===== src/rtl/pll_rst_pkg.sv =====
// rtl/pll_rst_pkg.sv - shared types and sizing helpers for the PLL reset sequencer
package pll_rst_pkg;

    localparam int STATE_W = 2;

    typedef enum logic [STATE_W-1:0] {
        WAIT_LOCK = 2'd0,
        STABLE    = 2'd1,
        HOLD      = 2'd2,
        RUN       = 2'd3
    } state_t;

    // Counter only has to reach the larger of the two terminal values minus one.
    function automatic int cnt_width(input int a, input int b);
        int m;
        int w;
        m = (a > b) ? a : b;
        w = $clog2(m);
        return (w < 1) ? 1 : w;
    endfunction

endpackage


===== src/rtl/sync_ff.sv =====
// rtl/sync_ff.sv - N-stage flop synchronizer with synchronous clear
module sync_ff #(
    parameter int N = 2
) (
    input  logic clock,
    input  logic clear,
    input  logic d,
    output logic q
);

    logic [N-1:0] chain;

    always_ff @(posedge clock) begin
        if (clear) begin
            chain <= '0;
        end else begin
            chain <= {chain[N-2:0], d};
        end
    end

    assign q = chain[N-1];

endmodule


===== src/rtl/pll_reset_sequencer.sv =====
// rtl/pll_reset_sequencer.sv - turns async PLL lock into a clean, debounced system reset
module pll_reset_sequencer
    import pll_rst_pkg::*;
#(
    parameter int SYNC_STAGES        = 2,
    parameter int LOCK_STABLE_CYCLES = 1024,
    parameter int RST_HOLD_CYCLES    = 16,
    parameter int CNT_W              = 8
) (
    input  logic               clock,
    input  logic               reset,
    input  logic               lock,
    input  logic               soft_rst_req,
    output logic               rst_out,
    output logic               lock_stable,
    output logic [CNT_W-1:0]   loss_count,
    output logic [STATE_W-1:0] state
);

    localparam int CW = cnt_width(LOCK_STABLE_CYCLES, RST_HOLD_CYCLES);
    localparam logic [CW-1:0] STABLE_LAST = CW'(LOCK_STABLE_CYCLES - 1);
    localparam logic [CW-1:0] HOLD_LAST   = CW'(RST_HOLD_CYCLES - 1);

    state_t           state_q, state_n;
    logic [CW-1:0]    cnt_q, cnt_n;
    logic [CNT_W-1:0] loss_q, loss_n;
    logic             lock_s;

    sync_ff #(.N(SYNC_STAGES)) u_lock_sync (
        .clock (clock),
        .clear (reset),
        .d     (lock),
        .q     (lock_s)
    );

    always_ff @(posedge clock) begin
        if (reset) begin
            state_q <= WAIT_LOCK;
            cnt_q   <= '0;
            loss_q  <= '0;
        end else begin
            state_q <= state_n;
            cnt_q   <= cnt_n;
            loss_q  <= loss_n;
        end
    end

    always_comb begin
        state_n = state_q;
        cnt_n   = cnt_q;
        loss_n  = loss_q;
        case (state_q)
            WAIT_LOCK: begin
                cnt_n = '0;
                if (lock_s) state_n = STABLE;
            end
            STABLE: begin
                if (!lock_s) begin
                    state_n = WAIT_LOCK;
                    cnt_n   = '0;
                end else if (cnt_q == STABLE_LAST) begin
                    state_n = HOLD;
                    cnt_n   = '0;
                end else begin
                    cnt_n = cnt_q + 1'b1;
                end
            end
            HOLD: begin
                if (!lock_s) begin
                    state_n = WAIT_LOCK;
                    cnt_n   = '0;
                end else if (cnt_q == HOLD_LAST) begin
                    state_n = RUN;
                    cnt_n   = '0;
                end else begin
                    cnt_n = cnt_q + 1'b1;
                end
            end
            RUN: begin
                // Lock loss outranks a simultaneous soft request and is the only counted event.
                if (!lock_s) begin
                    state_n = WAIT_LOCK;
                    cnt_n   = '0;
                    if (loss_q != '1) loss_n = loss_q + 1'b1;
                end else if (soft_rst_req) begin
                    state_n = HOLD;
                    cnt_n   = '0;
                end
            end
            default: begin
                state_n = WAIT_LOCK;
                cnt_n   = '0;
            end
        endcase
    end

    always_comb begin
        rst_out     = (state_q != RUN);
        lock_stable = (state_q == HOLD) || (state_q == RUN);
        loss_count  = loss_q;
        state       = state_q;
    end

endmodule


===== config.mk =====
export PLATFORM = sky130hd
export DESIGN_NAME = pll_reset_sequencer
export DESIGN_NICKNAME = d
export VERILOG_FILES = /design/src/rtl/pll_rst_pkg.sv /design/src/rtl/sync_ff.sv /design/src/rtl/pll_reset_sequencer.sv
export SDC_FILE = /design/constraint.sdc
export NUM_CORES = 1
export LEC_CHECK = 0
export ABC_AREA = 1
export CAP_MARGIN = 30
export CORE_MARGIN = 5
export CORE_UTILIZATION = 45
export DETAILED_ROUTE_END_ITERATION = 8
export GPL_TIMING_DRIVEN = 0
export HOLD_SLACK_MARGIN = 0.06
export PLACE_DENSITY = 0.67
export SYNTH_ARGS = -nofsm -noshare
export SYNTH_HDL_FRONTEND = slang
export SYNTH_SLANG_ARGS = --single-unit

===== constraint.sdc =====
create_clock -name clock -period 1.8 [get_ports clock]
set_clock_uncertainty 0.15 [all_clocks]
set_input_delay 0.27 -clock clock [delete_from_list [all_inputs] [get_ports clock]]
set_output_delay 0.27 -clock clock [all_outputs]
set_load 0.01 [all_outputs]

==> run metrics <==
most frequent cells in the layout=37 x nand2_1, 28 x nor2_1, 25 x inv_1, 18 x dfxtp_1; Final Slew Violations=0; initial DRC count=63; initial antenna violation count=0; f_max=around 0.58 GHz; dominant synthesized flop cell=dfxtp_1; Warnings, synthesis=0; Seq/Total Area, Yosys=35.3%; FF/Latch Area=between 400 and 500 um^2; RD Place Congestion=between 0.8 and 0.9; syn_area_per_cell=6.85 um^2; maximum vdd drop=0.756 mV; CP max stage cell=clkdlybuf4s50_1; # diodes=0; synth top area cells=dfxtp_1 35%, nand2_1 11%, nor2_1 8.7%, inv_1 7.8%, ha_1 7.0%; CTS Sinks=22; WHS=about 0.27 ns; dominant cell type by area after synthesis=dfxtp_1; first-pass GRT wire length=4890 um; layout cell share with drive strength beyond 1=12.3%; CORE AREA=2710 um^2; CP startpoint kind=register; Die Height=62.6 um; outcome=finished clean; Setup Viol. Count Final=0; Max Cap Viol=0; DIE AREA=3920 um^2; Pint=between 0.0008 and 0.0009 W; Hold/Removal Path Class=register to register; Post-layout nets=216; Seq pwr share=46.2%; post-synthesis cell area=1250 um^2; Layout fillers=~260; Arr. time, crit path=1.30 ns; Final min period=1.72 ns; H-tree depth=1; Clock Latency Late Sink=around 0.30 ns; post-route ant nets=0; CTS root buf=clkbuf_4; Hold Buf Count CTS=0; multi-input logic area=734 um^2; Yosys top cell area share=between 30% and 40%; Clock Pin Slew Worst Setup and Hold Paths=around 0.11 ns; Synthesized Nets=193; Worst-Margin Slew=0.376 ns; TritonCTS buffer count=3; io pins=16; CTS tree=yes; pin count of the biggest net entering global routing=12; Initial Util=46.0%; most common cell after layout, fill and taps aside=nand2_1; Final Cycle Share=95.8%; Max clock buf depth=2; final WL=2870 um; Die Wd=62.6 um; mean number of vias per cell=slightly above 5; DR vias=between 1000 and 1500; synth unique cells=22; Sw Pwr=between 0.0004 and 0.0005 W; P per Cell Area=797 nW/um^2; #FFs+latches synth=22; Placement Setup Slack=-0.203 ns; Synth async-reset ratio=0%; I/O Buffers=15; static leakage=0.609 nW; CP Capture Type=primary output; DP Wirelength=2150 um; clock power share=about 18%; vias in the first global route=1191; total track usage=between 10% and 20%; Setup WS post-layout=0.0753 ns; Post-synth EDFFs=0; iteration count of the initial detailed-routing pass=4; Logic pwr share=35.7%; CP Max Fanout=5; row cnt=19; Setup CP Type=register to primary output; CP required=1.38 ns; crit path cell chain=clkdlybuf4s50_1; Worst path top cell family by delay=buffers and inverters; Critical Path Max Stage Delay=0.58 ns; Final Hold Fails=0; Cells after Synth=between 150 and 200; sw frac=about 34%; P&R area growth vs syn=21.9%; Slew HR=74.8%; DRC viols=0; drt wl/cell=12.3 um; CP bufs+invs=1; grt ovf=0
==> flip-flops by register name, indices dropped and copies added (netlist names) <==
register and count:
loss_count 8, u_lock_sync.chain 2, cnt_q 10, state 2
==> through the flow <==
step | power, W | utilization [%] | cell area (um^2) | TNS (ns) | cells
after global routing | 0.00129 | 56.0 | 1520 | -0.0274 | 234
after global placement | 0.000947 | 53.0 | 1440 | -1.41 | 228
after floorplan | 0.000811 | - | 1250 | 0 | 182
final | 0.00121 | 56.0 | 1520 | 0 | 234
after CTS | 0.00121 | 54.2 | 1470 | 0 | 232
after detailed placement | 0.000962 | 53.0 | 1440 | -1.44 | 228
==> cell families (layout without fill, tap and decap cells) <==
kind of cell               Yosys count  after routing  share of synthesized area, %
xor gates and xnor gates             2              2                          1.41
adders and majority gates            7              7                          7.03
AOI/OAI and AO/OA                   24             24                          11.6
and+or+nand+nor                    100            100                          36.4
DFF                                 22             22                          35.3
buffers and inverters               27             48                          8.13
==> final cells by class <==
cell class | count | share of cell area [%]
repair buffers | 18 | 11.4
multi-input cells | 133 | 48.4
well taps | 31 | 2.55
plain buffers | 1 | 0.329
inverters | 26 | 6.43
clock buffers | 3 | 1.48
flip-flops and latches | 22 | 29.5
==> per-layer routing <==
metal	share of wire, %	global-route usage [%]	routed length [um]
met4	0.70	6.37	20
met2	51	26.6	1460
met1	45	17.7	1290
met5	0	0	0
met3	3.3	2.34	96
==> final timing paths <==
kind / from / endpoint / slack, ns / depth (start not counted)
worst min-delay path: u_lock_sync.chain[0] / u_lock_sync.chain[1] / 0.27 / 2
worst min register to register: u_lock_sync.chain[0] / u_lock_sync.chain[1] / 0.27 / 2
worst max register to register: state[0] / state[0] / 0.11 / 9
worst max-delay path: loss_count[3] / loss_count[3] / 0.08 / 1
==> power by group through the flow <==
| stage | Combinational (W) | Clock [W] | Sequential, W |
|---|---|---|---|
| 2_1_floorplan | 0.000245 | 0 | 0.000567 |
| 3_3_place_gp | 0.000389 | 0 | 0.000558 |
| 3_5_place_dp | 0.000402 | 0 | 0.000560 |
| 4_1_cts | 0.000427 | 0.000229 | 0.000552 |
| 5_1_grt | 0.000475 | 0.000253 | 0.000566 |
| 6_report | 0.000433 | 0.000218 | 0.000560 |
==> synthesized netlist by cell type, types with 2 or more instances <==
cell / count
nand4_1: 7
inv_1: 26
nand2_1: 37
o21bai_1: 2
a21oi_1: 11
ha_1: 7
o21ai_0: 8
nor3_1: 3
nand3b_1: 4
nand3_1: 13
nand2_2: 3
or2_2: 2
dfxtp_1: 22
nor2_1: 29
==> what timing repair did <==
| action | 4_1_cts | 5_1_grt |
|---|---|---|
| setup buffers | 1 | 2 |
| pin swaps | 0 | 2 |
| endpoints found under the setup margin | 2 | 14 |
| resized for setup | 9 | 12 |
(Power assumes the default switching activity.)
